[config.mk]
export PLATFORM = sky130hd
export DESIGN_NAME = room_energy_ctrl
export DESIGN_NICKNAME = d
export VERILOG_FILES = /design/src/rtl/room_pkg.sv /design/src/rtl/full_adder.sv /design/src/rtl/occupancy_counter.sv /design/src/rtl/room_energy_ctrl.sv
export SDC_FILE = /design/constraint.sdc
export NUM_CORES = 1
export LEC_CHECK = 0
export ABC_CLOCK_PERIOD_IN_PS = 9700
export CAP_MARGIN = 20
export CORE_MARGIN = 2
export CORE_UTILIZATION = 29
export DETAILED_ROUTE_END_ITERATION = 7
export HOLD_SLACK_MARGIN = 0.15
export SYNTH_ARGS = -nofsm -noshare
export SYNTH_HDL_FRONTEND = slang
export SYNTH_SLANG_ARGS = --single-unit
[constraint.sdc]
create_clock -name clk -period 9.7 [get_ports clk]
set_input_delay 1.94 -clock clk [delete_from_list [all_inputs] [get_ports clk]]
set_output_delay 1.94 -clock clk [all_outputs]
set_load 0.01 [all_outputs]
[src/rtl/room_pkg.sv]
// Shared types and default widths for the room energy controller.
//   ctrl_state_t      : sequencer states (idle, accumulate, snapshot, clear)
//   DEFAULT_CLK_W     : accumulator width; one carry-out is one energy unit
//   DEFAULT_PEOPLE_W  : occupancy counter width
//   DEFAULT_ENERGY_W  : energy counter width
package room_pkg;

    typedef enum logic [1:0] {
        IDLE  = 2'd0,
        ACCUM = 2'd1,
        SNAP  = 2'd2,
        CLEAR = 2'd3
    } ctrl_state_t;

    localparam int DEFAULT_CLK_W    = 6;
    localparam int DEFAULT_PEOPLE_W = 5;
    localparam int DEFAULT_ENERGY_W = 8;

endpackage

[src/rtl/full_adder.sv]
// One-bit full adder, chained to build the accumulator adder.
//   a, b  : operand bits
//   cin   : carry in
//   sum   : sum bit
//   cout  : carry out
module full_adder (
    input  logic a,
    input  logic b,
    input  logic cin,
    output logic sum,
    output logic cout
);

    assign sum  = a ^ b ^ cin;
    assign cout = (a & b) | (cin & (a ^ b));

endmodule

[src/rtl/occupancy_counter.sv]
// Saturating up/down occupancy counter.
//   clk, rst_n : clock, asynchronous active-low reset
//   inc        : person entered (one-cycle pulse)
//   dec        : person left (one-cycle pulse)
//   count      : current occupancy, clamps at 0 and at all-ones
// Simultaneous inc and dec cancel out.
module occupancy_counter
    import room_pkg::*;
#(
    parameter int PEOPLE_W = DEFAULT_PEOPLE_W
) (
    input  logic                clk,
    input  logic                rst_n,
    input  logic                inc,
    input  logic                dec,
    output logic [PEOPLE_W-1:0] count
);

    localparam logic [PEOPLE_W-1:0] COUNT_MAX = '1;

    logic [PEOPLE_W-1:0] count_q, count_d;

    always_comb begin
        count_d = count_q;
        if (inc && !dec && count_q != COUNT_MAX) begin
            count_d = count_q + PEOPLE_W'(1);
        end else if (dec && !inc && count_q != '0) begin
            count_d = count_q - PEOPLE_W'(1);
        end
    end

    always_ff @(posedge clk or negedge rst_n) begin
        if (!rst_n) begin
            count_q <= '0;
        end else begin
            count_q <= count_d;
        end
    end

    assign count = count_q;

endmodule

[src/rtl/room_energy_ctrl.sv]
// Smart-room energy sequencer.
//   clk, rst_n   : clock, asynchronous active-low reset
//   enter_pulse  : person entered      exit_pulse : person left
//   clr_req      : level, zero accumulator/energy
//   rd_req       : level, request an energy snapshot
//   rd_ack       : host took the snapshot (only honoured while snapshotting)
//   people_count : occupancy           energy     : live energy count
//   rd_data      : snapshot value      rd_valid   : snapshot available
//   clr_done     : pulse in the clear cycle
//   over_limit   : energy >= ENERGY_LIMIT
//   tick_lost    : sticky, a tick hit a full pending counter
// A prescaler produces one tick every TICK_DIV cycles. Ticks queue in a small
// pending counter; the sequencer drains one per ACCUM cycle, adding the
// occupancy into the accumulator and counting accumulator carry-outs.
module room_energy_ctrl
    import room_pkg::*;
#(
    parameter int CLK_W        = DEFAULT_CLK_W,
    parameter int PEOPLE_W     = DEFAULT_PEOPLE_W,
    parameter int ENERGY_W     = DEFAULT_ENERGY_W,
    parameter int TICK_DIV     = 16,
    parameter int ENERGY_LIMIT = 200,
    parameter int PEND_W       = 3
) (
    input  logic                clk,
    input  logic                rst_n,
    input  logic                enter_pulse,
    input  logic                exit_pulse,
    input  logic                clr_req,
    input  logic                rd_req,
    input  logic                rd_ack,
    output logic [PEOPLE_W-1:0] people_count,
    output logic [ENERGY_W-1:0] energy,
    output logic [ENERGY_W-1:0] rd_data,
    output logic                rd_valid,
    output logic                clr_done,
    output logic                over_limit,
    output logic                tick_lost
);

    localparam int                  PRESC_W    = $clog2(TICK_DIV);
    localparam logic [PRESC_W-1:0]  PRESC_LAST = PRESC_W'(TICK_DIV - 1);
    localparam logic [ENERGY_W-1:0] ENERGY_MAX = '1;
    localparam logic [ENERGY_W-1:0] ENERGY_THR = ENERGY_W'(ENERGY_LIMIT);
    localparam logic [PEND_W-1:0]   PEND_MAX   = '1;

    ctrl_state_t         state_q, state_d;
    logic [PRESC_W-1:0]  presc_q, presc_d;
    logic [PEND_W-1:0]   pend_q, pend_d;
    logic [CLK_W-1:0]    acc_q, acc_d;
    logic [ENERGY_W-1:0] energy_q, energy_d;
    logic [ENERGY_W-1:0] rd_data_q, rd_data_d;
    logic                rd_valid_q, rd_valid_d;
    logic                tick_lost_q, tick_lost_d;

    logic                tick;
    logic                pend_dec;
    logic [PEOPLE_W-1:0] people_w;
    logic [CLK_W-1:0]    people_ext;
    logic [CLK_W-1:0]    acc_sum;
    logic [CLK_W:0]      carry;

    occupancy_counter #(
        .PEOPLE_W (PEOPLE_W)
    ) u_occ (
        .clk   (clk),
        .rst_n (rst_n),
        .inc   (enter_pulse),
        .dec   (exit_pulse),
        .count (people_w)
    );

    // Ripple adder: acc + zero-extended occupancy; carry[CLK_W] is one energy unit.
    assign people_ext = CLK_W'(people_w);
    assign carry[0]   = 1'b0;

    generate
        for (genvar gi = 0; gi < CLK_W; gi++) begin : g_acc_add
            full_adder u_fa (
                .a    (acc_q[gi]),
                .b    (people_ext[gi]),
                .cin  (carry[gi]),
                .sum  (acc_sum[gi]),
                .cout (carry[gi+1])
            );
        end
    endgenerate

    always_comb begin
        tick        = (presc_q == PRESC_LAST);
        presc_d     = tick ? '0 : presc_q + PRESC_W'(1);
        state_d     = state_q;
        acc_d       = acc_q;
        energy_d    = energy_q;
        rd_data_d   = rd_data_q;
        rd_valid_d  = rd_valid_q;
        tick_lost_d = tick_lost_q;
        pend_dec    = 1'b0;
        pend_d      = pend_q;

        case (state_q)
            IDLE: begin
                if (clr_req) begin
                    state_d = CLEAR;
                end else if (pend_q != '0) begin
                    state_d = ACCUM;
                end else if (rd_req) begin
                    // Capture the snapshot on the way in so it is valid on SNAP entry.
                    state_d    = SNAP;
                    rd_data_d  = energy_q;
                    rd_valid_d = 1'b1;
                end
            end
            ACCUM: begin
                acc_d = acc_sum;
                if (carry[CLK_W] && energy_q != ENERGY_MAX) begin
                    energy_d = energy_q + ENERGY_W'(1);
                end
                pend_dec = 1'b1;
                state_d  = IDLE;
            end
            SNAP: begin
                if (rd_ack) begin
                    rd_valid_d = 1'b0;
                    state_d    = IDLE;
                end
            end
            CLEAR: begin
                acc_d       = '0;
                energy_d    = '0;
                tick_lost_d = 1'b0;
                state_d     = IDLE;
            end
            default: state_d = IDLE;
        endcase

        // Pending ticks: CLEAR wins (drops any coincident tick); tick+drain cancel.
        if (state_q == CLEAR) begin
            pend_d = '0;
        end else if (tick && !pend_dec) begin
            if (pend_q == PEND_MAX) begin
                tick_lost_d = 1'b1;
            end else begin
                pend_d = pend_q + PEND_W'(1);
            end
        end else if (!tick && pend_dec) begin
            pend_d = pend_q - PEND_W'(1);
        end
    end

    always_ff @(posedge clk or negedge rst_n) begin
        if (!rst_n) begin
            state_q     <= IDLE;
            presc_q     <= '0;
            pend_q      <= '0;
            acc_q       <= '0;
            energy_q    <= '0;
            rd_data_q   <= '0;
            rd_valid_q  <= 1'b0;
            tick_lost_q <= 1'b0;
        end else begin
            state_q     <= state_d;
            presc_q     <= presc_d;
            pend_q      <= pend_d;
            acc_q       <= acc_d;
            energy_q    <= energy_d;
            rd_data_q   <= rd_data_d;
            rd_valid_q  <= rd_valid_d;
            tick_lost_q <= tick_lost_d;
        end
    end

    assign people_count = people_w;
    assign energy       = energy_q;
    assign rd_data      = rd_data_q;
    assign rd_valid     = rd_valid_q;
    assign clr_done     = (state_q == CLEAR);
    assign over_limit   = (energy_q >= ENERGY_THR);
    assign tick_lost    = tick_lost_q;

endmodule

### Word level (Yosys, flattened, before mapping)

Index checks and enable logic that the tools add are counted.
Widths: inputs -> output; s select.

| word-level totals | value |
|---|---|
| register bits after elaboration | 38 |
| input port bits | 7 |
| word-level logic and storage cells | 105 |

| operators by class | value |
|---|---|
| add/subtract/negate cells | 6 |
| magnitude comparators | 1 |
| equality and inequality tests | 14 |
| mux-type cells | 25 |
| bitwise operators | 26 |
| reduce and logical (&&, ||, !) cells | 24 |

Operator list:

| cell | count |
|---|---|
| $pmux 8 s2 | 1 |
| $mux 3 | 4 |
| $pmux 6 s2 | 1 |
| $and 1x1->1 | 10 |
| $mux 5 | 2 |
| $ne 2x2->1 const B | 5 |
| $xor 1x1->1 | 10 |
| $mux 1 | 9 |
| $add 8x1->8 const B | 1 |
| $ge 8x8->1 const B | 1 |
| $mux 2 | 4 |
| $mux 8 | 1 |
| $ne 8x8->1 const B | 1 |
| $logic_and 1x1->1 | 7 |
| $pmux 2 s3 | 1 |
| $reduce_and 2->1 | 3 |
| $reduce_bool 2->1 | 3 |
| $reduce_bool 3->1 | 2 |
| $add 5x1->5 const B | 1 |
| $ne 5x5->1 const B | 1 |
| $reduce_and 5->1 | 1 |
| $reduce_bool 5->1 | 1 |
| $sub 5x1->5 const B | 1 |
| $add 4x1->4 const B | 1 |
| 16 further kinds | 24 |

### Logic depth before layout (Yosys ltp)

Gate-level depths: netlist of run 1.

| depth | value |
|---|---|
| depth after elaboration | 13 |
| depth in mapped cells | 14 |

### Hierarchy

A second synthesis of run 1 with hierarchy kept.

| unflattened totals | value |
|---|---|
| cell total of the unflattened synthesis | 194 |
| area, all modules | 2077.0 um^2 |

Modules (own cells, without submodules):

| module | times used | cells each | area each (um^2) | sequential area each (um^2) |
|---|---|---|---|---|
| room_energy_ctrl | 1 | 147 | 1541.5 | 825.8 |
| occupancy_counter | 1 | 41 | 415.4 | 125.1 |
| full_adder | 6 | 1 | 20.0 | 0.0 |

### Least setup slack after synthesis of run 1

No wires, ideal clock.

| timing | value |
|---|---|
| path type | in2reg |
| start | input port enter_pulse |
| end | register u_occ.count_q[4], in the netlist u_occ.count[4] |
| library setup time | 0.080 ns |
| arrival | 3.375 ns |
| data required time | 9.620 ns |
| slack | 6.245 ns |
| cell stages on the path | 7 |
| path buffers | 0 |
| path through | nor2b_1 > o21ai_0 > fa_1 > a21o_1 > a21oi_1 > mux2i_1 > xnor2_1 |

| on the way | value |
|---|---|
| longest elaborated chain between the ends | 4 |
| elaborated cells on any way between the ends | 7 |

RTL lines:

| element | RTL line | text |
|---|---|---|
| start, declared | room_energy_ctrl.sv:27 | `input logic enter_pulse,` |
| $logic_not 1->1 | occupancy_counter.sv:27 | `end else if (dec && !inc && count_q != '0) begin` |
| $logic_and 1x1->1 (2 in a row) | occupancy_counter.sv:27 |  |
| $reduce_bool 2->1 (no source line) | -- |  |
| end signal, assigned | occupancy_counter.sv:36 | `count_q <= count_d;` |
| end, declared | occupancy_counter.sv:21 | `logic [PEOPLE_W-1:0] count_q, count_d;` |

Several ways; a longest one is shown, not always the timed one.
A chain may end at the register's enable or synchronous reset.

### Final worst setup path of run 1

| timing | value |
|---|---|
| start | register state_q[0] |
| end | output port clr_done |

| on the way | value |
|---|---|
| longest elaborated chain between the ends | 1 |

RTL lines:

| element | RTL line | text |
|---|---|---|
| start, declared | room_energy_ctrl.sv:47 | `ctrl_state_t state_q, state_d;` |
| start signal, assigned | room_energy_ctrl.sv:162 | `state_q <= state_d;` |
| $eq 2x2->1 | room_energy_ctrl.sv:177 | `assign clr_done = (state_q == CLEAR);` |
| end, declared | room_energy_ctrl.sv:36 | `output logic clr_done,` |

No other way between the ends.

==> results of run 1 <==
==> how the worst max path moves through the flow <==
stage | startpoint | end | slack, ns | cells past startpoint
after floorplan | enter_pulse | u_occ.count[4] | 6.24 | 7
after global placement | enter_pulse | u_occ.count[4] | 5.67 | 8
after detailed placement | enter_pulse | u_occ.count[4] | 5.62 | 8
after CTS | state_q[0] | clr_done | 5.67 | 2
after global routing | state_q[0] | clr_done | 5.56 | 2
final | state_q[0] | clr_done | 5.69 | 2
==> layout by cell type, fill, tap and decap left out, types with 2 or more instances in the layout <==
master / n
o22ai_1: 4
dfrtp_1: 38
fa_1: 6
xnor2_1: 8
a211oi_1: 2
and2_1: 2
mux2i_1: 3
nor2_1: 11
inv_1: 19
nand3_1: 5
clkdlybuf4s50_1: 30
a31oi_1: 2
or4_1: 3
nor3_1: 3
mux2_2: 10
nor2b_1: 3
a21oi_1: 9
ha_1: 8
xor2_1: 2
a21o_1: 3
o21ai_0: 6
o31ai_1: 2
nand2_1: 6
a22o_1: 4
clkbuf_8: 6
nor4_1: 2
==> per-stage QoR <==
| stage | total power, mW | std cells | area [um2] | setup slack, ns |
|---|---|---|---|---|
| floorplan | 0.420 | 185 | 2030 | 6.24 |
| global placement | 0.478 | 303 | 2400 | 5.67 |
| detailed placement | 0.485 | 303 | 2400 | 5.62 |
| CTS | 0.600 | 311 | 2490 | 5.67 |
| global route | 0.647 | 311 | 2490 | 5.56 |
| finish | 0.589 | 311 | 2490 | 5.69 |
==> cells in the mapped netlist, drive strengths merged (2+ instances only) <==
master,instances
inv,19
xnor2,8
nand3,5
o21ai,7
nor2b,3
or4,3
fa,6
and3,2
xor2,2
mux2,10
nand2,6
a22o,4
nor4,3
a21oi,9
a211oi,2
mux2i,3
buf,6
o22ai,4
a31oi,2
o31ai,2
and2,2
clkbuf,3
a21o,3
ha,8
nor3,3
dfrtp,38
nor2,11
==> cells by family (layout without fill, tap and decap cells) <==
kind of cell / after synthesis / after routing
AOI/OAI and AO/OA: 38 / 38
adders and majority gates: 14 / 14
DFF: 38 / 38
buffers and inverters: 28 / 58
muxes: 13 / 13
and+or+nand+nor: 44 / 44
xor gates and xnor gates: 10 / 10
==> where the power goes <==
| group | leakage [nW] | switching [mW] | internal (mW) |
|---|---|---|---|
| clock | 0.0482 | 0.0539 | 0.0573 |
| combinational | 0.542 | 0.111 | 0.122 |
| sequential | 0.500 | 0.0496 | 0.196 |
| total | 1.09 | 0.214 | 0.375 |
==> metal layers <==
metal  track usage [%]  wire (um)  vias up
met5                 0          0        -
met4              2.52         21        0
met3              3.86        148        2
met2              17.3       1820       28
met1              15.7       1810      720
li1                  -          -      706
==> state kept, by name (all words and copies together), names as in the netlist <==
| register | cells |
|---|---|
| acc_q | 6 |
| energy | 8 |
| pend_q | 3 |
| presc_q | 4 |
| rd_data | 8 |
| rd_valid | 1 |
| state_q | 2 |
| tick_lost | 1 |
| u_occ.count | 5 |
==> worst max-delay path: cells and delay by family, from the launching register on <==
family / cells / cell delay [ns]
flip-flops: 1 / 0.68
AND/OR/NAND/NOR: 1 / 0.47
buffers and inverters: 1 / 0.63
==> cell type report <==
type	count	share of cell area (%)
clock buffers	7	3.47
flip-flops and latches	38	38.2
multi-input cells	119	38.2
clock inverters	1	0.201
well taps	96	4.82
inverters	19	2.86
repair buffers	31	12.3
==> flow_summary.toml, run 1 <==
[outcome]
status = "finished, final reports clean"

[sta]
worst_slew_pin_slew_ns = 0.836
grt_setup_unrepaired = "false"
finalHoldViolations = 0
max_slew_margin_pct = 44.3
fin_hold_ws_ns = 0.486
skew_ns = 0.00661
layout_min_cycle_time_ns = 4.01
fin_setup_tns_ns = 0
finalSetupViolCount = 0
fmax_mhz = 249
slew_viol_final = 0
finalCritPeriodShare_pct = 41.4

[die]
ios = 32
start_util_pct = 29.9
fp-row-count = 30
fp.dieH_um = 87.7
die_area_um2 = 7690
coreArea_um2 = 6790
die_x_um = 87.7

[hold_path]
hp-start = "presc_q[0]"
min_delay_worst_endpoint = "presc_q[0]"
hold_path_class = "flop to flop"
whs_path_depth = 1

[yosys]
synth.area.top_cells = "dfrtp_1 47%, fa_1 5.9%, mux2_2 5.5%, ha_1 4.9%, inv_1 3.5%"
synth_seq_cells = 38
syn_area_um2 = 2030
synth.distinct_cells = 41
synth_mux_area_share_pct = 7.02
synth_xor_area_share_pct = 4.31
synth-simple-area-share_pct = 12.4
synth_top_family_by_area = "simple AND/OR/NAND/NOR gates"
synth.top_cell.area_share_pct = 46.8
synth_compound_area_share_pct = 12.3
synth_flop_cell = "dfrtp_1"
syn_nets = 206
netlist_instances = 185
synth-adder-area-share_pct = 10.8
synth-edff-count = 0
seq_area_frac_synth_pct = 46.8
yosysTopAreaCell = "dfrtp_1"
synth_warnings = 0
avgSynthCellArea_um2 = 11.0
async_reset_ff_share_pct = 100

[detailed_routing]
vias = 1456
first_pass_iters = 4
drcViolationCount = 0
viasPerCell = 4.68
routed_wl_um = 3790
wl_per_cell_um = 12.2
drtIter0Drc = 65
drtAntennaViolNets = 0

[cts]
numClockSinks = 38
post_cts_buffers = 0
holdBufCountCts = 0
root_buffer = "clkbuf_8"
clkTransAtPathRegs_ns = 0.07
cts_tree = "yes"
cts-buffers-inserted = 5
htree_levels = 2
cts_resized = 0
cts_max_path_buffers = 2
clk_latency_ns = 0.29

[worst_setup_path]
cp-start-kind = "flop"
critPathSlowestCell = "dfrtp_1"
max_stage_delay_ns = 0.68
worstReg2RegEnd = "energy[7]"
crit_path_cell_trace = "and2_1, clkdlybuf4s50_1"
cp.arrival_ns = 2.07
r2r_start = "u_occ.count[0]"
rrSetupSlack_ns = 6.19
r2r_cells = 14
crit_type = "flop to output pin"
required_ns = 7.76
cp_max_fo = 16
end_kind = "output pin"

[power_and_ir_drop]
ir_worst_vdd_uv = 57.6
leakagePower_nw = 1.09
p_per_area_nw_per_um2 = 237

[placed_design]
io_buffers = 31
routabilityCongestion = 0.837
hpwlAfterDp_um = 2760

[grt]
grt_pass1_vias = 1420
antenna_found_initial = 0
grt-ovfl-total = 0
grt_usage_pct = 11.4
grt_max_degree = 39
grt_pass1_wl_um = 6920

[final_layout]
fill_cells = 686
register_area_um2 = 951
fin_util_pct = 36.7
area_delta_synth_final_pct = 22.7
diodes = 0
drive_above_1_share_pct = 10.2
num-nets-final = 235
multi_input_area_um2 = 952

[run]
cap_viol_max_count = 0
Power figures use the tool's default switching activity.
==> inputs of run 2 (changes only) <==
- ABC_CLOCK_PERIOD_IN_PS: 9700 -> 3900
- clock period: 9.7 -> 3.9 ns (I/O delays scaled with it)
==> flow_summary.toml, run 2 (synthesis gave the netlist of run 1 again) <==
[outcome]
status = "finished, final reports clean"

[die]
start_util_pct = 29.9
fp-row-count = 30
ios = 32
die_area_um2 = 7690
die_x_um = 87.7
fp.dieH_um = 87.7
coreArea_um2 = 6790

[worst_setup_path]
cp.arrival_ns = 3.66
end_kind = "flop"
r2r_start = "u_occ.count[0]"
r2r_cells = 14
crit_type = "flop to flop"
critPathSlowestCell = "or4_1"
crit_path_cell_trace = "ha_1, inv_1, fa_1, fa_1, inv_1, fa_1, inv_1, fa_1, inv_1, ha_1, nand2_1, a21o_1, or4_1, a21oi_1"
cp-start-kind = "flop"
worstReg2RegEnd = "energy[7]"
rrSetupSlack_ns = 0.46
required_ns = 4.11
cp_max_fo = 7
max_stage_delay_ns = 0.51

[placed_design]
hpwlAfterDp_um = 2810
routabilityCongestion = 0.835
place_area_um2 = 2400
dp_slack_ns = 0.470
io_buffers = 31

[sta]
fmax_mhz = 291
setup_ws_ns = 0.459
max_slew_margin_pct = 42.6
finalHoldViolations = 0
skew_ns = 0.00646
finalSetupViolCount = 0
fin_setup_tns_ns = 0
finalCritPeriodShare_pct = 88.2
grt_setup_unrepaired = "false"
layout_min_cycle_time_ns = 3.44
fin_hold_ws_ns = 0.493
worst_slew_pin_slew_ns = 0.861
slew_viol_final = 0

[final_layout]
drive_above_1_share_pct = 10.3
layout_commonest_cell = "dfrtp_1"
diodes = 0
fin_util_pct = 37.0
mostFrequentLayoutCells = "38 x dfrtp_1, 30 x clkdlybuf4s50_1, 19 x inv_1, 11 x nor2_1, 10 x mux2_2"
final_cell_area_um2 = 2510
fill_cells = 689
area_delta_synth_final_pct = 23.7
num-nets-final = 235

[grt]
grt-ovfl-total = 0
grt_usage_pct = 11.1
grt_max_degree = 39
grt_pass1_vias = 1394
grt_pass1_wl_um = 6690
antenna_found_initial = 0

[power_and_ir_drop]
ir_worst_vdd_uv = 206
p_per_area_nw_per_um2 = 611
leakagePower_nw = 1.10

[detailed_routing]
wl_per_cell_um = 12.5
first_pass_iters = 2
vias = 1438
drtAntennaViolNets = 0
drtIter0Drc = 27
routed_wl_um = 3860
viasPerCell = 4.64
drcViolationCount = 0

[cts]
numClockSinks = 38
holdBufCountCts = 0
post_cts_buffers = 0
clk_latency_ns = 0.28
cts_max_path_buffers = 2
cts_resized = 0
cts_tree = "yes"
root_buffer = "clkbuf_8"
cts-buffers-inserted = 5
clkTransAtPathRegs_ns = 0.07
htree_levels = 2

[hold_path]
hold_path_class = "flop to flop"
whs_path_depth = 1
hp-start = "presc_q[0]"
min_delay_worst_endpoint = "presc_q[0]"

[run]
cap_viol_max_count = 0
-- run 2: power breakdown --
group | total, mW | switching, mW | internal, mW
clock | 0.337 | 0.133 | 0.205
combinational | 0.588 | 0.282 | 0.306
sequential | 0.610 | 0.123 | 0.487
total | 1.54 | 0.538 | 0.997
-- run 2: worst max-delay path by stage --
| stage | startpoint | to |
|---|---|---|
| 3_3_place_gp | u_occ.count[0] | energy[7] |
| 3_5_place_dp | u_occ.count[0] | energy[7] |
| 6_report | u_occ.count[0] | energy[7] |
| 4_1_cts | u_occ.count[0] | energy[7] |
| 2_1_floorplan | u_occ.count[0] | energy[7] |
| 5_1_grt | u_occ.count[0] | energy[7] |
-- run 2: routing by layer --
| layer | global-route usage, % | up-vias | wire [um] | part of all wire [%] |
|---|---|---|---|---|
| met4 | 3.36 | 0 | 19 | 0.49 |
| li1 | - | 701 | - | - |
| met1 | 14.6 | 714 | 1810 | 47 |
| met3 | 3.30 | 2 | 131 | 3.4 |
| met2 | 17.8 | 21 | 1900 | 49 |
| met5 | 0 | - | 0 | 0 |
-- run 2: area by class of cell --
cell class,instances,area (um2),area share [%]
Clock buffer,6,82.6,3.29
Clock inverter,1,30.0,1.20
Inverter,19,71.3,2.84
Multi-Input combinational cell,119,952,37.9
Sequential cell,38,951,37.8
Tap cell,96,120,4.78
Timing Repair Buffer,31,305,12.2
-- run 2: metrics by stage --
stage,instances,power [mW]
3_5_place_dp,303,1.21
2_1_floorplan,185,1.05
4_1_cts,310,1.56
3_3_place_gp,303,1.19
6_report,310,1.54
5_1_grt,310,1.67
-- run 2: worst max-delay path: cells and delay by family (launching register included) --
| family | cells | cell delay (ns) |
|---|---|---|
| adder cells (fa/ha/maj) | 6 | 1.60 |
| flip-flops | 1 | 0.48 |
| buffers and inverters | 4 | 0.24 |
| AO/OA/AOI/OAI | 2 | 0.43 |
| AND/OR/NAND/NOR | 2 | 0.63 |
==> inputs of run 3 (changes only) <==
- ABC_CLOCK_PERIOD_IN_PS: 3900 -> default
==> results of run 3 <==
Final layout, timing and power as in run 2 (identical DEF).
